===== src/rtl/key_matrix_scanner.sv =====
// 8x8 key matrix scanner: active-low row scan, 2-flop column sync, per-key debounce and press events.
// Define CELL_TOGGLE_EN to make key_array a toggle-on-press cell-edit register instead of the debounced level.
module key_matrix_scanner #(
  parameter int ROW_DWELL       = 16,
  parameter int DEBOUNCE_FRAMES = 4
) (
  input  logic            clock,
  input  logic            reset,
  input  logic [7:0]      col_sense,
  output logic [7:0]      row_drive,
  output logic [7:0][7:0] key_array,
  output logic            press_valid,
  output logic [2:0]      press_row,
  output logic [7:0]      press_cols,
  output logic            frame_done
);

  localparam logic [7:0] DWELL_LAST = 8'(ROW_DWELL - 1);
  localparam logic [3:0] DEB_LAST   = 4'(DEBOUNCE_FRAMES - 1);

  logic [2:0]            row_cnt;
  logic [2:0]            next_row;
  logic [7:0]            dwell_cnt;
  logic                  sample;
  logic [7:0]            sync1;
  logic [7:0]            sync2;
  logic [7:0]            raw;
  logic [7:0][7:0][3:0]  deb_cnt;
  logic [7:0][7:0]       stable;
  logic [7:0]            row_stable_next;
  logic [7:0][3:0]       row_deb_next;
  logic [7:0]            rise_mask;

  assign sample   = (dwell_cnt == DWELL_LAST);
  assign next_row = row_cnt + 3'd1;
  assign raw      = ~sync2;

  always_ff @(posedge clock) begin
    if (reset) begin
      row_cnt   <= 3'd0;
      dwell_cnt <= 8'd0;
      row_drive <= 8'hFE;
    end else if (sample) begin
      row_cnt   <= next_row;
      dwell_cnt <= 8'd0;
      row_drive <= ~(8'b1 << next_row);
    end else begin
      dwell_cnt <= dwell_cnt + 8'd1;
    end
  end

  always_ff @(posedge clock) begin
    if (reset) begin
      sync1 <= 8'hFF;
      sync2 <= 8'hFF;
    end else begin
      sync1 <= col_sense;
      sync2 <= sync1;
    end
  end

  // Only the currently driven row is evaluated; any agreeing sample wipes that key's progress.
  always_comb begin
    row_stable_next = stable[row_cnt];
    row_deb_next    = '0;
    for (int c = 0; c < 8; c++) begin
      if (raw[c] != stable[row_cnt][c]) begin
        if (deb_cnt[row_cnt][c] == DEB_LAST)
          row_stable_next[c] = raw[c];
        else
          row_deb_next[c] = deb_cnt[row_cnt][c] + 4'd1;
      end
    end
    rise_mask = row_stable_next & ~stable[row_cnt];
  end

  always_ff @(posedge clock) begin
    if (reset) begin
      deb_cnt <= '0;
      stable  <= '0;
    end else if (sample) begin
      deb_cnt[row_cnt] <= row_deb_next;
      stable[row_cnt]  <= row_stable_next;
    end
  end

  always_ff @(posedge clock) begin
    if (reset) begin
      press_valid <= 1'b0;
      press_row   <= 3'd0;
      press_cols  <= 8'd0;
      frame_done  <= 1'b0;
    end else begin
      press_valid <= sample && (|rise_mask);
      frame_done  <= sample && (row_cnt == 3'd7);
      if (sample) begin
        press_row  <= row_cnt;
        press_cols <= rise_mask;
      end
    end
  end

`ifdef CELL_TOGGLE_EN
  always_ff @(posedge clock) begin
    if (reset)
      key_array <= '0;
    else if (sample)
      key_array[row_cnt] <= key_array[row_cnt] ^ rise_mask;
  end
`else
  assign key_array = stable;
`endif

endmodule


===== config.mk =====
export PLATFORM = sky130hd
export DESIGN_NAME = key_matrix_scanner
export DESIGN_NICKNAME = d
export VERILOG_FILES = /design/src/rtl/key_matrix_scanner.sv
export SDC_FILE = /design/constraint.sdc
export NUM_CORES = 1
export LEC_CHECK = 0
export ABC_AREA = 1
export CAP_MARGIN = 10
export CORE_ASPECT_RATIO = 0.75
export CORE_UTILIZATION = 40
export CTS_BUF_LIST = sky130_fd_sc_hd__clkbuf_4
export CTS_CLUSTER_DIAMETER = 100
export DETAILED_ROUTE_END_ITERATION = 12
export PLACE_DENSITY_LB_ADDON = 0.25
export SLEW_MARGIN = 5
export SYNTH_ARGS = -nofsm -noshare
export SYNTH_HDL_FRONTEND = slang
export SYNTH_SLANG_ARGS = --single-unit

===== constraint.sdc =====
create_clock -name clock -period 2.6 [get_ports clock]
set_input_delay 0.52 -clock clock [delete_from_list [all_inputs] [get_ports clock]]
set_output_delay 0.52 -clock clock [all_outputs]
set_load 0.02 [all_outputs]

# Word level (Yosys, flattened, before mapping)
# Index checks and enable logic that the tools add are counted.
[word_totals]
reg_bits = 368
out_inout_bits = 85
elab_cells = 163
[classes]
addsub = 10
magnitude_cmp = 2
eq_ne = 18
shifts = 1
mux = 42
bitwise_logic = 4
reduce_logical = 5
[ops]
columns = ["operator", "n"]
rows = [
  ["256-bit bitwise mux", 1],
  ["32-bit binary-select mux with 3-bit select", 1],
  ["32-bit demux with 3-bit select", 1],
  ["64-bit bitwise mux", 1],
  ["32-bit 2-to-1 mux", 2],
  ["4-bit 2-to-1 mux", 16],
  ["4-bit by 1-bit adder with 4-bit output, second input constant", 8],
  ["4-bit by 2-bit == test with 1-bit output, second input constant", 8],
  ["8-bit binary-select mux with 3-bit select", 1],
  ["8-bit demux with 3-bit select", 1],
  ["8-bit NOT", 3],
  ["1-bit 2-to-1 mux", 16],
  ["8-bit 2-to-1 mux", 2],
  ["8-bit by 1-bit adder with 8-bit output, second input constant", 1],
  ["8-bit AND", 1],
  ["8-bit by 4-bit == test with 1-bit output, second input constant", 1],
  ["1-bit != test", 8],
  ["8-bit OR reduction", 1],
  ["1-bit by 3-bit << shifter with 8-bit output, first input constant", 1],
  ["3-bit by 4-bit < comparator with 1-bit output, second input constant", 1],
  ["3-bit by 1-bit adder with 3-bit output, second input constant", 1],
  ["3-bit == test, second input constant", 1],
  ["3-bit by 1-bit >= comparator with 1-bit output, second input constant", 1],
  ["1-bit logical AND", 3],
  ["2-bit OR reduction", 1],
]

# Longest topological paths before layout
[depth]
word_depth = 8
ltp_mapped = 17

# Least setup slack after synthesis
# No wires, ideal clock.
[synth_timing]
path_kind = "flip-flop to flip-flop"
startpoint = "reg row_cnt[0]"
endpoint = "reg stable (netlist bit key_array[28])"
arrival_ns = 2.223
required_time_ns = 2.484
path_slack_ns = 0.261
path_stages_with_launch = 14
n_path_buf = 3
synth_period_minus_slack_ns = 2.339
cell_sequence = "dfxtp_1 > buf_4 > buf_2 > clkbuf_1 > o211ai_1 > nand4_1 > ha_1 > inv_1 > nor3_4 > nand2_2 > nand2_4 > nand3_1 > o211ai_1 > inv_1"
[synth_between]
elab_chain_cells = 6
word_cells_on_any_way = 14
[synth_lines]
columns = ["element", "line_no", "source"]
rows = [
  ["from (decl)", "21", "logic [2:0] row_cnt;"],
  ["from (signal assigned)", "44", "row_cnt <= next_row;"],
  ["32-bit binary-select mux with 3-bit select", "68", "if (deb_cnt[row_cnt][c] == DEB_LAST)"],
  ["32-bit 2-to-1 mux", "-", ""],
  ["4-bit by 2-bit == test with 1-bit output", "68", ""],
  ["1-bit 2-to-1 mux", "68", ""],
  ["1-bit 2-to-1 mux", "67", "if (raw[c] != stable[row_cnt][c]) begin"],
  ["64-bit bitwise mux *", "83", "stable[row_cnt] <= row_stable_next;"],
  ["to (signal, indexed assignment)", "83", ""],
  ["to (decl)", "29", "logic [7:0][7:0] stable;"],
]
# Mark *: on every way between the ends. The rest lies on a longest branch, timed or not. The select of a mux whose other input is x is not followed.
# A chain may end at the register's enable or synchronous reset.

# Worst setup path in the final report
[layout_timing]
startpoint = "reg row_cnt[1]"
endpoint = "reg deb_cnt[8] (netlist bit)"
[layout_between]
elab_chain_cells = 6
word_cells_on_any_way = 15
[layout_lines]
columns = ["element", "line_no", "source"]
rows = [
  ["32-bit binary-select mux with 3-bit select", "68, 71", ""],
  ["32-bit 2-to-1 mux", "-", ""],
  ["4-bit by 1-bit adder with 4-bit output or 4-bit by 2-bit == test with 1-bit output (tied branches)", "71, 68", ""],
  ["4-bit 2-to-1 mux", "68", ""],
  ["4-bit 2-to-1 mux", "67", ""],
  ["256-bit bitwise mux *", "82", "deb_cnt[row_cnt] <= row_deb_next;"],
  ["to (signal, indexed assignment)", "82", ""],
  ["to (decl)", "28", "logic [7:0][7:0][3:0] deb_cnt;"],
]
# Marked as above.

==> reports/metrics.yaml <==
status:
  status: "complete, no violations"
layout:
  final_nets: 2385
  stdcell_area_um2: 19640
  regArea_um2: 7373
  final_common_cell: "dfxtp_1"
  layout_common_cells: "dfxtp_1 (365), o21ai_0 (339), nand2_1 (321)"
  multi_input_comb_area_um2: 7512
  nFillCells: 3950
  syn_to_final_growth_pct: 19.19
  drive_gt1_share_pct: 13.47
power:
  finalPower_w: 0.01055
  leakagePower_nw: 8.052
  peakVddDrop_mv: 0.3471
  power_density_nw_per_um2: 537.2
setup_path:
  crit_family: "simple AND/OR/NAND/NOR gates"
  start_kind: "flop"
  cp_slowest_stage_delay_ps: 420
  critPathRequiredTime_ps: 3280
  cp_max_fo: 21
  crit_slowest_cell: "dfxtp_2"
  worstPathCellList: "inv_2 -> nor2_4 -> buf_12 -> buf_12 -> nand3_1 -> nand2_1 -> nor2_1 -> nor2_1 -> nor2_1 -> nor2_1 -> nand2_1 -> a21oi_1"
  r2r_slack_ps: 150
  timing.critical_path.to_type: "flop"
  cp_common_cell: "nor2_1"
  crit_buf_inv: 3
  worstPathArrival_ps: 3120
  critical_path_class: "flop to flop"
timing:
  setup_violations: 0
  max_slew_margin_pct: 68.31
  rsz0062_at_grt: "no"
  min_period_over_period_pct: 94.06
  fin_hold_ws_ps: 307.2
  hold_viol_final: 0
  final.setup.worst_slack_ps: 154.4
  period_needed_ps: 2446
  clock-skew-final_ps: 47.71
  worst_slew_pin_slew_ps: 475.3
  drv_slew: 0
  fmax_mhz: 408.9
  setup_tns_ps: 0
route:
  wl_um: 51390
  viasPerCell: 5.294
  wl_per_cell_um: 17.50
  vias: 15540
  dr.pass1.iters: 6
  drc: 0
  ant_nets: 0
  drtIter0Drc: 1333
place:
  pre_cts_slack_ps: -63.75
  gp_congestion: 0.8719
  io_buffer_count: 94
  hpwl_um: 32290
  postPlaceCellArea_um2: 18450
global_routing:
  grt_util_all_layers_pct: 24.12
  grt_max_degree: 102
  overflow: 0
  grt_pass1_wl_um: 80050
  grt_pass1_vias: 14770
  antenna_found_initial: 2
cts:
  cts_buffer_depth: 3
  cts_buffers: 88
  htreeDepth: 3
  tritoncts: "done"
  clk_pin_slew_ps: 70
  clk_latency_ps: 790
  clock-sinks: 368
  root_buffer: "clkbuf_4"
die:
  ios: 95
  row_count: 63
  initial_core_util_pct: 41.14
  core_um2: 40040
  die_area_um2: 42010
  dieHeight_um: 177.8
  die_w_um: 236.4
synthesis:
  synth_cell_types: 39
  ys.flop_type: "dfxtp_1"
  yosys_warnings: 0
  syn_area_per_cell_um2: 7.355
  async_reset_ff_share_pct: 0
  ys_seq_area_share_pct: 44.71
  syn-num-nets: 2265
  ys_seq_elements: 368
  netlist_instances: 2240
  synth.cell_area_um2: 16480
  synth_edf_count: 0
run:
  cap_violations: 0
worst_hold_path:
  min_path_type: "input pin to flop"
==> layout make-up <==
class / count / share of cell area, %
multi-input cells: 1451 / 38.25
flip-flops and latches: 368 / 37.55
repair buffers: 186 / 10.33
inverters: 265 / 5.091
clock buffers: 126 / 4.817
well taps: 520 / 3.313
clock inverters: 17 / 0.6053
diodes: 3 / 0.03823
==> synthesized netlist by cell type (2+ instances only) <==
master | instances | share of area, %
nor2_1 | 157 | 3.6
nor3_2 | 2 | 0.12
xnor2_1 | 4 | 0.21
o21a_1 | 7 | 0.32
o21ai_2 | 6 | 0.32
nand4_1 | 19 | 0.72
o21ai_0 | 339 | 10
o21ai_1 | 11 | 0.33
nor2_4 | 2 | 0.14
nand3_2 | 9 | 0.55
nor3b_1 | 3 | 0.14
buf_6 | 4 | 0.27
o211ai_1 | 83 | 3.8
clkbuf_1 | 79 | 1.8
o21bai_1 | 39 | 1.8
nand2_1 | 323 | 7.4
dfxtp_1 | 368 | 45
or2_2 | 35 | 1.3
nand2_2 | 8 | 0.30
buf_2 | 63 | 1.9
nor3_1 | 7 | 0.21
ha_1 | 15 | 1.1
a21oi_1 | 270 | 8.2
nand3_1 | 98 | 3.0
clkinv_1 | 2 | 0.046
buf_1 | 2 | 0.046
nor2_2 | 5 | 0.19
inv_2 | 10 | 0.23
buf_4 | 8 | 0.36
inv_1 | 253 | 5.8
==> repair_timing <==
item | in CTS | in global routing
hold buffers | 0 | 0
cloned | 0 | 2
pin swaps | 0 | 2
endpoints found under the setup margin | 10 | 40
setup buffers | 0 | 2
gates resized for setup | 5 | 6
==> worst register-to-register path, delay by kind of cell (launching register included) <==
family	cells	cell delay, ps
compound gates	1	200
buf+inv	3	500
flops	1	420
simple gates	8	1260
==> metrics by stage <==
| step | util [%] | cells |
|---|---|---|
| floorplan | - | 2240 |
| global placement | 46.08 | 2786 |
| detailed placement | 46.08 | 2786 |
| CTS | 48.79 | 2929 |
| global route | 49.04 | 2936 |
| finish | 49.04 | 2936 |
==> power breakdown <==
part | switching, W | internal (W)
combinational | 0.000124 | 0.0000579
sequential | 0.0000103 | 0.00565
clock | 0.00231 | 0.00240
==> path summary, 6_finish.rpt <==
| check | startpoint | to | cells past startpoint |
|---|---|---|---|
| setup / recovery | row_cnt[1] | deb_cnt[8] | 12 |
| hold / removal | col_sense[3] | sync1[3] | 2 |
| setup reg to reg | row_cnt[1] | deb_cnt[8] | 12 |
| hold reg to reg | sync1[3] | sync2[3] | 1 |
==> sequential cells by signal (all words and copies together), names as in the netlist <==
| signal | cells |
|---|---|
| deb_cnt | 256 |
| key_array | 64 |
| dwell_cnt | 8 |
| press_cols | 8 |
| row_drive | 8 |
| sync1 | 8 |
| sync2 | 8 |
| press_row | 3 |
| row_cnt | 3 |
| frame_done | 1 |
| press_valid | 1 |
==> cells by family (layout without fill, tap and decap cells) <==
family	count (synthesis)	in the layout	synth area share (%)
adders and majority gates	15	15	1.139
and+or+nand+nor	673	673	18.02
AOI/OAI and AO/OA	756	756	25.16
other	0	3	0
buffers and inverters	421	594	10.43
DFF	368	368	44.71
xor gates and xnor gates	7	7	0.5316
==> layer usage <==
layer | share of wire, % | track usage (%) | wire length (um) | vias up
met2 | 44 | 36.48 | 22420 | 473
met4 | 2.3 | 8.604 | 1171 | 0
met5 | 0 | 0 | 0 | -
met3 | 7.5 | 6.237 | 3844 | 87
met1 | 47 | 33.02 | 23960 | 7289
li1 | - | - | - | 7694
(Power assumes the default switching activity.)
